--- config.mk ---
export PLATFORM = sky130hd
export DESIGN_NAME = snake_key_ctrl
export DESIGN_NICKNAME = d
export VERILOG_FILES = /design/src/rtl/snake_pkg.sv /design/src/rtl/key_debounce.sv /design/src/rtl/snake_key_ctrl.sv
export SDC_FILE = /design/constraint.sdc
export NUM_CORES = 1
export LEC_CHECK = 0
export BUFFER_PORTS_ARGS = -buffer_cell sky130_fd_sc_hd__buf_4
export CORE_MARGIN = 1
export CORE_UTILIZATION = 60
export DETAILED_ROUTE_END_ITERATION = 10
export GPL_TIMING_DRIVEN = 0
export PLACE_DENSITY = 0.77
export RECOVER_POWER = 50
export SLEW_MARGIN = 10
export SYNTH_ARGS = -nofsm -noshare
export SYNTH_HDL_FRONTEND = slang
export SYNTH_SLANG_ARGS = --single-unit
--- constraint.sdc ---
create_clock -name pixel_clk -period 2.1 [get_ports pixel_clk]
set_input_delay 0.315 -clock pixel_clk [delete_from_list [all_inputs] [get_ports pixel_clk]]
set_output_delay 0.315 -clock pixel_clk [all_outputs]
set_load 0.005 [all_outputs]
--- src/rtl/snake_pkg.sv ---
// Shared types and constants for the snake game controller and video stage.
package snake_pkg;

  typedef logic [1:0] dir_t;

  localparam dir_t DIR_UP    = 2'b00;
  localparam dir_t DIR_DOWN  = 2'b01;
  localparam dir_t DIR_LEFT  = 2'b10;
  localparam dir_t DIR_RIGHT = 2'b11;

  localparam int unsigned DEBOUNCE_DEFAULT = 1_000_000;

  // A 180-degree turn keeps the axis bit and flips the sense bit.
  function automatic logic is_reversal(input dir_t cur, input dir_t req);
    return (cur[1] == req[1]) && (cur[0] != req[0]);
  endfunction

endpackage

--- src/rtl/key_debounce.sv ---
// One active-low button: two-flop synchronizer, stable-level debounce and
// a registered one-cycle pulse on each debounced press.
module key_debounce
  import snake_pkg::*;
#(
  parameter int unsigned DEBOUNCE_CYCLES = DEBOUNCE_DEFAULT
) (
  input  logic clk_i,
  input  logic rst_ni,
  input  logic key_ni,
  output logic press_o
);

  localparam int unsigned CW = $clog2(DEBOUNCE_CYCLES);
  localparam logic [CW-1:0] CNT_LAST = CW'(DEBOUNCE_CYCLES - 1);

  logic [1:0]    sync_q, sync_d;
  logic          stable_q, stable_d;
  logic          prev_q, prev_d;
  logic [CW-1:0] cnt_q, cnt_d;
  logic [1:0]    warm_q, warm_d;
  logic          armed_q, armed_d;
  logic          press_q, press_d;

  always_comb begin
    sync_d   = {sync_q[0], key_ni};
    stable_d = stable_q;
    cnt_d    = cnt_q;
    if (sync_q[1] == stable_q) begin
      cnt_d = '0;
    end else if (cnt_q == CNT_LAST) begin
      stable_d = ~stable_q;
      cnt_d    = '0;
    end else begin
      cnt_d = cnt_q + CW'(1);
    end
    // Presses are only armed once a real released sample has been seen, so a
    // key held through reset stays silent until it is let go.
    warm_d  = {warm_q[0], 1'b1};
    armed_d = armed_q | (warm_q[1] & sync_q[1]);
    prev_d  = stable_q;
    press_d = prev_q & ~stable_q & armed_q;
  end

  always_ff @(posedge clk_i) begin
    if (!rst_ni) begin
      sync_q   <= 2'b11;
      stable_q <= 1'b1;
      prev_q   <= 1'b1;
      cnt_q    <= '0;
      warm_q   <= 2'b00;
      armed_q  <= 1'b0;
      press_q  <= 1'b0;
    end else begin
      sync_q   <= sync_d;
      stable_q <= stable_d;
      prev_q   <= prev_d;
      cnt_q    <= cnt_d;
      warm_q   <= warm_d;
      armed_q  <= armed_d;
      press_q  <= press_d;
    end
  end

  assign press_o = press_q;

endmodule

--- src/rtl/snake_key_ctrl.sv ---
// Debounced direction buttons for the snake: a pending direction is chosen
// from key presses and committed to the display stage on each move tick.
module snake_key_ctrl
  import snake_pkg::*;
#(
  parameter int unsigned DEBOUNCE_CYCLES = DEBOUNCE_DEFAULT
) (
  input  logic       pixel_clk,
  input  logic       sys_rst_n,
  input  logic [3:0] key,
  input  logic       move_tick,
  output logic [3:0] key_press,
  output logic [1:0] dir_pend,
  output logic [1:0] dir,
  output logic       dir_chg
);

  dir_t pend_q, pend_d;
  dir_t dir_q, dir_d;
  logic chg_q, chg_d;
  dir_t req_dir;
  logic req_vld;
  logic accept;

  for (genvar i = 0; i < 4; i++) begin : g_key
    key_debounce #(
      .DEBOUNCE_CYCLES(DEBOUNCE_CYCLES)
    ) u_deb (
      .clk_i  (pixel_clk),
      .rst_ni (sys_rst_n),
      .key_ni (key[i]),
      .press_o(key_press[i])
    );
  end

  always_comb begin
    req_vld = |key_press;
    req_dir = DIR_UP;
    if (key_press[0])      req_dir = DIR_UP;
    else if (key_press[1]) req_dir = DIR_DOWN;
    else if (key_press[2]) req_dir = DIR_LEFT;
    else if (key_press[3]) req_dir = DIR_RIGHT;

    // Reversal is judged against the committed direction, not the pending one.
    accept = req_vld && !is_reversal(dir_q, req_dir);
    pend_d = accept ? req_dir : pend_q;
    dir_d  = move_tick ? pend_d : dir_q;
    chg_d  = move_tick && (pend_d != dir_q);
  end

  always_ff @(posedge pixel_clk) begin
    if (!sys_rst_n) begin
      pend_q <= DIR_RIGHT;
      dir_q  <= DIR_RIGHT;
      chg_q  <= 1'b0;
    end else begin
      pend_q <= pend_d;
      dir_q  <= dir_d;
      chg_q  <= chg_d;
    end
  end

  assign dir_pend = pend_q;
  assign dir      = dir_q;
  assign dir_chg  = chg_q;

endmodule

After elaboration in Yosys (flattened, before gate mapping)
Index checks and enable logic that the tools add are counted.
{ "totals": {"ff_bits": 117, "latchBits": 0, "ramBits": 0, "rom_bits": 0, "inputBits": 7, "output_inout_bits": 9, "wordCells": 97, "mem_count": 0} }
{ "op_classes": {"n_addsub": 4, "mul": 0, "div": 0, "magnitude_cmp": 0, "eq_ne": 11, "shifts": 0, "mux": 9, "bitwise_logic": 25, "reduce_logical": 13} }
{ "op_table": {"columns": ["op", "n"], "rows": [
  ["$add A20 B1 Y20 const B", 4],
  ["$eq A20 B20 Y1 const B", 4],
  ["$and A1 B1 Y1", 12],
  ["$reduce_or A3 Y1", 4],
  ["$mux W2", 5],
  ["$not A1 Y1", 9],
  ["$reduce_and A2 Y1", 4],
  ["$eq A1 B1 Y1", 5],
  ["$mux W1", 4],
  ["$or A1 B1 Y1", 4],
  ["$reduce_or A4 Y1", 1],
  ["$logic_and A1 B1 Y1", 3],
  ["$ne A2 B2 Y1", 1],
  ["$logic_not A1 Y1", 1],
  ["$ne A1 B1 Y1", 1]
]} }

Depth between registers and ports, before layout
Gate-level depths: netlist (run 1).
{ "logic_depth": {"word_depth": 11, "depth_mapped": 8, "mapped_depth_nobuf": 6} }

Cells and area by module
Synthesis (run 1) repeated with hierarchy kept, for this count alone.
{ "hier_totals": {"cells_unflattened": 561, "hier_area_um2": 5126.2} }
{ "by_module_without_submodules": {"columns": ["module", "instances", "cells_per_inst", "area_each_um2", "seq_area_each_um2"], "rows": [
  ["key_debounce", 4, 131, 1201.2, 560.5],
  ["snake_key_ctrl", 1, 37, 321.6, 100.1]
]} }

Worst setup path before layout (run 1)
OpenSTA, ideal clock, no wires.
{ "synth_path": {"path_type": "register to register", "startpoint": "register g_key[2].u_deb.press_q", "endpoint": "register chg_q (netlist: dir_chg)", "setup_time_ns": 0.122, "t_arrival_ns": 1.549, "required_ns": 1.978, "path_slack_ns": 0.429, "stages_incl_launch_ff": 7, "n_path_buf": 1, "period_less_slack_ns": 1.671, "path_cell_list": "dfxtp_1 > clkbuf_1 > nor2_1 > o311ai_1 > o2111ai_1 > xnor2_1 > o311a_1"} }
{ "synth_between": {"elab_chain_len": 10, "word_cells_on_any_way": 12, "classes_between": "eq/ne (3); mux (4); reduce/logical (5)"} }
{ "synth_rtl": {"columns": ["element", "line_no", "source"], "rows": [
  ["start, declared", "key_debounce.sv:23", "logic press_q, press_d;"],
  ["start signal, assigned", "key_debounce.sv:61", "press_q <= press_d;"],
  ["$mux W2", "snake_key_ctrl.sv:41", "else if (key_press[2]) req_dir = DIR_LEFT;"],
  ["$mux W2", "snake_key_ctrl.sv:40", "else if (key_press[1]) req_dir = DIR_DOWN;"],
  ["$mux W2", "snake_key_ctrl.sv:39", "if (key_press[0]) req_dir = DIR_UP;"],
  ["$eq A1 B1 Y1 or $ne A1 B1 Y1 (tied branches)", "snake_pkg.sv:15", "return (cur[1] == req[1]) && (cur[0] != req[0]);"],
  ["$logic_and A1 B1 Y1", "snake_pkg.sv:15", null],
  ["$logic_not A1 Y1", "snake_key_ctrl.sv:45", "accept = req_vld && !is_reversal(dir_q, req_dir);"],
  ["$logic_and A1 B1 Y1", "snake_key_ctrl.sv:45", null],
  ["$mux W2 *", "snake_key_ctrl.sv:46", "pend_d = accept ? req_dir : pend_q;"],
  ["$ne A2 B2 Y1 *", "snake_key_ctrl.sv:48", "chg_d = move_tick && (pend_d != dir_q);"],
  ["$logic_and A1 B1 Y1 *", "snake_key_ctrl.sv:48", null],
  ["end signal, assigned", "snake_key_ctrl.sv:59", "chg_q <= chg_d;"],
  ["end, declared", "snake_key_ctrl.sv:20", "logic chg_q, chg_d;"]
]} }
Every way passes the cells marked *; elsewhere a longest branch is shown, timed or not.
A chain may end at the register's enable or synchronous reset.

Final worst setup path (run 1)
{ "layout_path": {"startpoint": "register g_key[2].u_deb.cnt_q[0]", "endpoint": "register g_key[2].u_deb.cnt_q[17]"} }
{ "layout_between": {"elab_chain_len": 2, "word_cells_on_any_way": 3, "classes_between": "add/sub (1); eq/ne (1); reduce/logical (1)"} }
{ "layout_rtl": {"columns": ["element", "line_no", "source"], "rows": [
  ["start, declared", "key_debounce.sv:20", "logic [CW-1:0] cnt_q, cnt_d;"],
  ["start signal, assigned", "key_debounce.sv:58", "cnt_q <= cnt_d;"],
  ["parallel branches: the longest is 2 deep, another holds $add A20 B1 Y20", null, null]
]} }
Several ways; the timed one is not identified.

==> results of run 1 <==
[registers in the layout, summed over array words and instances (netlist names)]
register             cells
g_key.u_deb.prev_q       4
dir                      2
g_key.u_deb.sync_q       8
dir_pend                 2
g_key.u_deb.cnt_q       80
g_key.u_deb.armed_q      4
dir_chg                  1
g_key.u_deb.press_o      4
g_key.u_deb.warm_q       2
g_key.u_deb.prev_d       4
[stage by stage]
step	worst slack, ns	instances
global route	0.0439	633
detailed placement	0.228	617
finish	0.224	633
floorplan	0.429	503
CTS	0.222	633
global placement	0.295	617
[routing by layer]
layer / wire length [um] / global-route usage, %
met2: 3320 / 31.5
met1: 3730 / 25.3
met4: 81 / 5.33
met5: 0 / 0
met3: 213 / 5.16
[cell families after synthesis]
logic type,synth area share (%)
AOI/OAI and AO/OA,2.49
xor gates and xnor gates,14.8
adders and majority gates,1.08
buffers and inverters,3.71
DFF,48.1
muxes,0.867
and+or+nand+nor,28.9
[worst max-delay path by stage]
stage / start / cells past startpoint / to
5_1_grt: g_key[3].u_deb.cnt_q[0] / 7 / g_key[3].u_deb.cnt_q[12]
3_3_place_gp: g_key[2].u_deb.press_o / 6 / dir_chg
3_5_place_dp: g_key[2].u_deb.press_o / 6 / dir_chg
6_report: g_key[2].u_deb.cnt_q[0] / 7 / g_key[2].u_deb.cnt_q[17]
4_1_cts: g_key[2].u_deb.press_o / 6 / dir_chg
2_1_floorplan: g_key[2].u_deb.press_o / 6 / dir_chg
[final cells by class]
cell class / instances / area (um2) / share of cell area (%)
Buffer: 18 / 124 / 2.44
Sequential cell: 111 / 2220 / 43.8
Inverter: 12 / 45.0 / 0.887
Clock buffer: 11 / 151 / 2.98
Timing Repair Buffer: 15 / 109 / 2.14
Multi-Input combinational cell: 362 / 2220 / 43.8
Clock inverter: 5 / 78.8 / 1.55
Tap cell: 99 / 124 / 2.44
[cell usage after synthesis, types with 3 or more instances]
cell	number	share of area, %
xor2_1	52	9.9
xnor2_1	26	4.9
nor2b_1	5	0.68
dfxtp_1	111	48
and3_1	11	1.5
nand4_1	15	2.0
clkbuf_1	3	0.24
nand2_1	43	3.5
nand3_2	3	0.65
ha_1	4	1.1
a21oi_1	7	0.76
mux2i_1	4	0.87
nand2b_1	13	1.8
nor4b_1	8	1.5
nor3_1	11	1.2
nand3_1	29	3.1
nor4_1	4	0.54
buf_2	5	0.54
and4_1	7	1.3
buf_4	5	0.81
nor2_1	92	7.5
inv_1	12	0.98
nand3b_1	4	0.65
buf_6	3	0.73
[power groups by stage]
stage / registers [mW] / clock network, mW / logic, mW
CTS: 2.13 / 1.45 / 0.0798
global route: 2.14 / 1.54 / 0.0870
detailed placement: 2.18 / 0 / 0.0795
finish: 2.13 / 1.42 / 0.0771
floorplan: 2.18 / 0 / 0.0527
global placement: 2.18 / 0 / 0.0773
[critical path: stages (launching register included)]
cell and delay (ns):
dfxtp_1 0.38, ha_1 0.22, nand2_1 0.08, nor2_1 0.25, nand4_1 0.24, nand3_2 0.25
buf_2 0.26, nor2_1 0.08
==> summary.md, run 1 <==
| Metric | Value |
|---|---|
| Combinational power share | `2.1%` |
| Placed cell areas | `0.00485 mm2` |
| Hold WC Path Type | `in -> reg` |
| Crit end category | `flop` |
| Setup TNS | `0 ns` |
| Area delta synth->final | `9.97%` |
| H-tree Lvls | `3` |
| Largest net degree at the start of global routing | `18` |
| Worst EP required | `2.35 ns` |
| Static Leak | `1.78 nW` |
| DR iter-0 viols | `74` |
| Initial Utilization | `63.0%` |
| Top_reg_cell synth | `dfxtp_1` |
| HPWL after DPL | `5.24 mm` |
| Clock power frac | `39.1%` |
| CTS tree | `yes` |
| Cell variety after synth | `47` |
| Clock sinks | `111` |
| CTS-repair resized insts | `0` |
| Number of global-route vias before repair | `3050` |
| TritonCTS buffer count | `9` |
| Pre-Repair DR Iteration Count | `5` |
| Warnings, synthesis | `0` |
| F_max | `533 MHz` |
| Syn_nets | `514` |
| Worst Skew | `0.00923 ns` |
| FF-to-FF End | `g_key[2].u_deb.cnt_q[17]` |
| DRC viols | `0` |
| Synth async-reset ratio | `0%` |
| Via count | `3291` |
| Rel. slew slack | `52.0%` |
| Die Wd | `89.7 um` |
| Final wirelength | `7.35 mm` |
| IR drop worst, VDD | `0.000433 V` |
| Clock root buffer | `clkbuf_8` |
| Fin nets | `540` |
| R2R Setup Slk | `0.22 ns` |
| Setup Crit Path Kind | `reg -> reg` |
| Clock-pin slew of the registers on the worst-case setup and hold paths | `0.10 ns` |
| Most frequent cells in the layout | `111 x dfxtp_1, 92 x nor2_1, 52 x xor2_1, 43 x nand2_1, 29 x nand3_1` |
| GP Congestion | `0.791` |
| Hold_sp | `key[0]` |
| PwrDens | `715 mW/mm2` |
| Status | `finished, final reports clean` |
| Switching power | `0.734 mW` |
| IO buf count | `15` |
| Worst hold margin | `0.127 ns` |
| Latest clock arrival within the worst-skew pair | `0.36 ns` |
| CORE AREA | `0.00733 mm2` |
| # diodes | `0` |
| Post-route cell area | `0.00508 mm2` |
| Design Power | `3.63 mW` |
| Hold depth | `2` |
| Mapped Cells | `503` |
| Number of enable flip-flop cells after synthesis | `0` |
| Routed Antenna Nets | `0` |
| Hold_buf cts | `0` |
| Hold Fails Final Rpt | `0` |
| Worst R2R Path Depth | `7` |
| Vias/cell | `5.20` |
| Period utilization | `89.3%` |
| Max_cap viols | `0` |
| IO Count | `16` |
| Std cell rows | `31` |
| Setup Buffers After CTS | `0` |
| RSZ-0062 raised after global routing | `no` |
| Initial antenna violation count | `0` |
| Seq pwr share | `58.8%` |
| All-Layer GR Usage | `19.4%` |
| CTS Buffer Depth | `2` |
| Final core occ | `69.3%` |
| Critical path launch point type | `flop` |
| WL/cell | `11.6 um` |
| Hold path endpoint | `g_key[0].u_deb.sync_q[0]` |
| Worst Path Arrival | `2.13 ns` |
| Share of cells above drive strength 1 | `9.74%` |
| Final setup fails | `0` |
| Worst-path fanout max | `10` |
| GRT overflow | `0` |
| FF-to-FF Start | `g_key[2].u_deb.cnt_q[0]` |
| Synthesized area | `0.00462 mm2` |
| DIE AREA | `0.00805 mm2` |
| Slew @ Worst Pin | `0.714 ns` |
| Die height | `89.7 um` |
| Switching share of power | `20.2%` |
| Crit path time final | `1.88 ns` |
| Syn Area/Cell | `9.18 um2` |
| Post-synthesis sequential area ratio | `48.1%` |
| Internal power | `2.89 mW` |
| Most common cell after layout, fill and taps aside | `dfxtp_1` |
| First-pass GRT wire length | `13.0 mm` |
| Register bit total from synthesis | `111` |
| Fillers | `586` |
| Slew Viols, Final | `0` |
(Power assumes the default switching activity.)
==> inputs of run 2 (changes only) <==
ABC_AREA = 1   (was unset)
CTS_CLUSTER_SIZE = 40   (was unset)
MAX_ROUTING_LAYER = met4   (was unset)
==> run 2 against run 1 <==
Sequential power about the same; via count up 25%; sequential share of layout area is 2.9 points lower.
==> summary.md, run 2 <==
| Metric | Value |
|---|---|
| Status | `finished, final reports clean` |
| Synthesized area | `0.00501 mm2 (+8.5%)` |
| Static Leak | `1.96 nW (+11%)` |
| Initial antenna violation count | `0 (unchanged)` |
| Die Wd | `93.4 um (+4.1%)` |
| Initial Utilization | `63.5% (+0.55 points)` |
| Worst-path fanout max | `10 (unchanged)` |
| CTS-repair resized insts | `0 (unchanged)` |
| Clock-pin slew of the registers on the worst-case setup and hold paths | `0.10 ns (about the same)` |
| Final wirelength | `9.22 mm (+26%)` |
| Crit path time final | `1.80 ns (-0.0779 ns)` |
| Routed Antenna Nets | `0 (unchanged)` |
| Post-synthesis sequential area ratio | `44.3% (-3.8 points)` |
| Final setup fails | `0 (unchanged)` |
| Via count | `4106 (+25%)` |
| Worst Path Arrival | `2.06 ns (-0.07 ns)` |
| Synth cell count leaders | `115 x nand2_1, 111 x dfxtp_1, 84 x nor2_1, 69 x inv_1` |
| Top delay family on crit path | `simple AND/OR/NAND/NOR gates` |
| Post-Synth XOR/XNOR Area | `2.97% (-12 points)` |
| Cell variety after synth | `39 (-17%)` |
| Top_reg_cell synth | `dfxtp_1` |
| Rel. slew slack | `67.6% (+16 points)` |
| CTS tree | `yes` |
| All-Layer GR Usage | `23.9% (+4.6 points)` |
| Most frequent cells in the layout | `115 x nand2_1, 111 x dfxtp_1, 88 x nor2_1, 70 x inv_1, 38 x nand3_1` |
| Slew @ Worst Pin | `0.481 ns (-0.232 ns)` |
| Largest registers | `g_key.u_deb.cnt_q: 80 flops, g_key.u_deb.sync_q: 8 flops` |
| Compound-gate portion of the synthesized area | `6.87% (+4.4 points)` |
| WP depth | `9 (+2)` |
| Pre-Repair DR Iteration Count | `4 (-1)` |
| First-pass GRT wire length | `16.3 mm (+25%)` |
| Syn_nets | `661 (+29%)` |
| DR iter-0 viols | `117 (+58%)` |
| Crit path cell chain | `ha_1 > nand3_2 > nor2_2 > nand2_2 > nor2_1 > nand2_1 > nand2_4 > buf_6 > a21oi_1` |
| Worst setup margin | `0.302 ns (+0.0780 ns)` |
| Worst Skew | `0.00917 ns (-0.0000606 ns)` |
| Crit path max-delay cell type | `dfxtp_1` |
| RSZ-0062 raised after global routing | `no` |
| Worst EP required | `2.36 ns (about the same)` |
| Std cell rows | `32 (+3.2%)` |
| HPWL after DPL | `6.95 mm (+33%)` |
| Synth async-reset ratio | `0% (unchanged)` |
| Hold_buf cts | `0 (unchanged)` |
| F_max | `556 MHz (+4.3%)` |
| TritonCTS buffer count | `9 (unchanged)` |
| IO Count | `16 (unchanged)` |
| DR WL met3 | `254 um (+19%)` |
| Design Power | `3.55 mW (-2.2%)` |
| Largest family of logic cells by synthesized area | `simple AND/OR/NAND/NOR gates` |
| Met2 wire length | `4.53 mm (+36%)` |
| IO buf count | `15 (unchanged)` |
| Post-synth top area cell | `dfxtp_1` |
| IR drop worst, VDD | `0.000357 V (-18%)` |
| Slew Viols, Final | `0 (unchanged)` |
| Fin nets | `687 (+27%)` |
| Mux cell area share after synthesis | `0% (-0.87 points)` |
| Setup Crit Path Kind | `reg -> reg` |
| Hold Fails Final Rpt | `0 (unchanged)` |
| Post-Layout Cell Count | `783 (+24%)` |
| Crit end category | `flop` |
| Setup TNS | `0 ns (unchanged)` |
| GP Congestion | `0.883 (+12%)` |
| Area delta synth->final | `8.54%` |
| Synth area leaders | `dfxtp_1 44%, nand2_1 8.6%, nor2_1 6.3%` |
| Mapped Cells | `650 (+29%)` |
| Period utilization | `85.6% (-3.7 points)` |
| WL/cell | `11.8 um (+1.5%)` |
| H-tree Lvls | `3 (unchanged)` |
| Die height | `93.4 um (+4.1%)` |
| CORE AREA | `0.00789 mm2 (+7.6%)` |
| Synth top area share | `44.3% (-3.8 points)` |
| Biggest register | `g_key.u_deb.cnt_q` |
| Number of global-route vias before repair | `3862 (+27%)` |
| Met1 WL | `4.39 mm (+18%)` |
| Number of enable flip-flop cells after synthesis | `0 (unchanged)` |
| Synthesized-area fraction occupied by and/or/nand/nor cells | `37.5% (+8.6 points)` |
| Top-count cell post-synth | `nand2_1` |
| Critical path launch point type | `flop` |
| Max reg flops | `80 (unchanged)` |
| Worst R2R Path Depth | `9 (+2)` |
| Latest clock arrival within the worst-skew pair | `0.36 ns (about the same)` |
| DIE AREA | `0.00872 mm2 (+8.3%)` |
| Most common cell after layout, fill and taps aside | `nand2_1` |
| Setup Buffers After CTS | `0 (unchanged)` |
| Vias/cell | `5.24 (+0.86%)` |
| Post-Synth Adder-Cell Area | `0.999% (-0.085 points)` |
| GRT overflow | `0 (unchanged)` |
| Placement Setup Slack | `0.374 ns (+0.145 ns)` |
| Max_cap viols | `0 (unchanged)` |
| Warnings, synthesis | `0 (unchanged)` |
| Post-placement cell count | `767 (+24%)` |
| CTS Buffer Depth | `2 (unchanged)` |
| DRC viols | `0 (unchanged)` |
| Clock sinks | `111 (unchanged)` |
| PwrDens | `653 mW/mm2 (-8.7%)` |
| Share of cells above drive strength 1 | `14.8% (+5.1 points)` |
| Hold depth | `2 (unchanged)` |
| Clock root buffer | `clkbuf_8` |
| Worst path max stage delay | `0.40 ns (+0.02 ns)` |
| # diodes | `0 (unchanged)` |
| Post-route cell area | `0.00544 mm2 (+7.1%)` |
| Hold WC Path Type | `in -> reg` |
| Placed cell areas | `0.00525 mm2 (+8.2%)` |
| Largest net degree at the start of global routing | `18 (unchanged)` |
| Top Layer Used | `met4` |
| WP buf/inv | `1 (unchanged)` |
| Syn Area/Cell | `7.71 um2 (-16%)` |
| Register bit total from synthesis | `111 (unchanged)` |
[run 2: changes by cell type in the layout (fill, tap and decap cells not counted), sizes merged, moves of 12 or more]
cell,delta
a21oi,+30
inv,+63
nand2,+79
nand2b,-13
nor3,+25
nor3b,+12
or2,+18
xnor2,-23
xor2,-38
[run 2: layout make-up]
class,instances,area (um2)
buffer,13,83.8
tap,102,128
clock inverter,4,51.3
inverter,75,282
clock buffer,12,165
timing repair buffer,15,105
multi-input combinational,451,2400
fill,659,2450
sequential,111,2220
[run 2: metal layers]
layer	GRT usage, %	vias up
li1	-	2171
met5	-	-
met3	6.18	4
met2	42.6	50
met4	3.85	0
met1	27.6	1881
[run 2: stage by stage]
stage / util, % / hold WS [ns]
floorplan: - / 0.343
global placement: 66.6 / 0.395
CTS: 69.3 / 0.0782
finish: 69.0 / 0.132
detailed placement: 66.6 / 0.400
global route: 69.0 / 0.104
[run 2: cell families after synthesis]
kind of cell               count (synthesis)
and+or+nand+nor                          368
buffers and inverters                     88
adders and majority gates                  4
xor gates and xnor gates                  17
DFF                                      111
AOI/OAI and AO/OA                         62
[run 2: worst paths after layout]
path / slack (ns) / endpoint / startpoint
setup / recovery: 0.30 / g_key[3].u_deb.cnt_q[6] / g_key[3].u_deb.cnt_q[0]
hold / removal: 0.13 / g_key[1].u_deb.sync_q[0] / key[1]
setup reg to reg: 0.30 / g_key[3].u_deb.cnt_q[6] / g_key[3].u_deb.cnt_q[0]
hold reg to reg: 0.42 / g_key[3].u_deb.sync_q[1] / g_key[3].u_deb.sync_q[0]
[run 2: where the power goes]
part / internal [mW] / switching (mW) / total, mW
Combinational: 0.0304 / 0.0425 / 0.0729
Sequential: 2.12 / 0.0123 / 2.13
Clock: 0.652 / 0.691 / 1.34
Total: 2.81 / 0.745 / 3.55
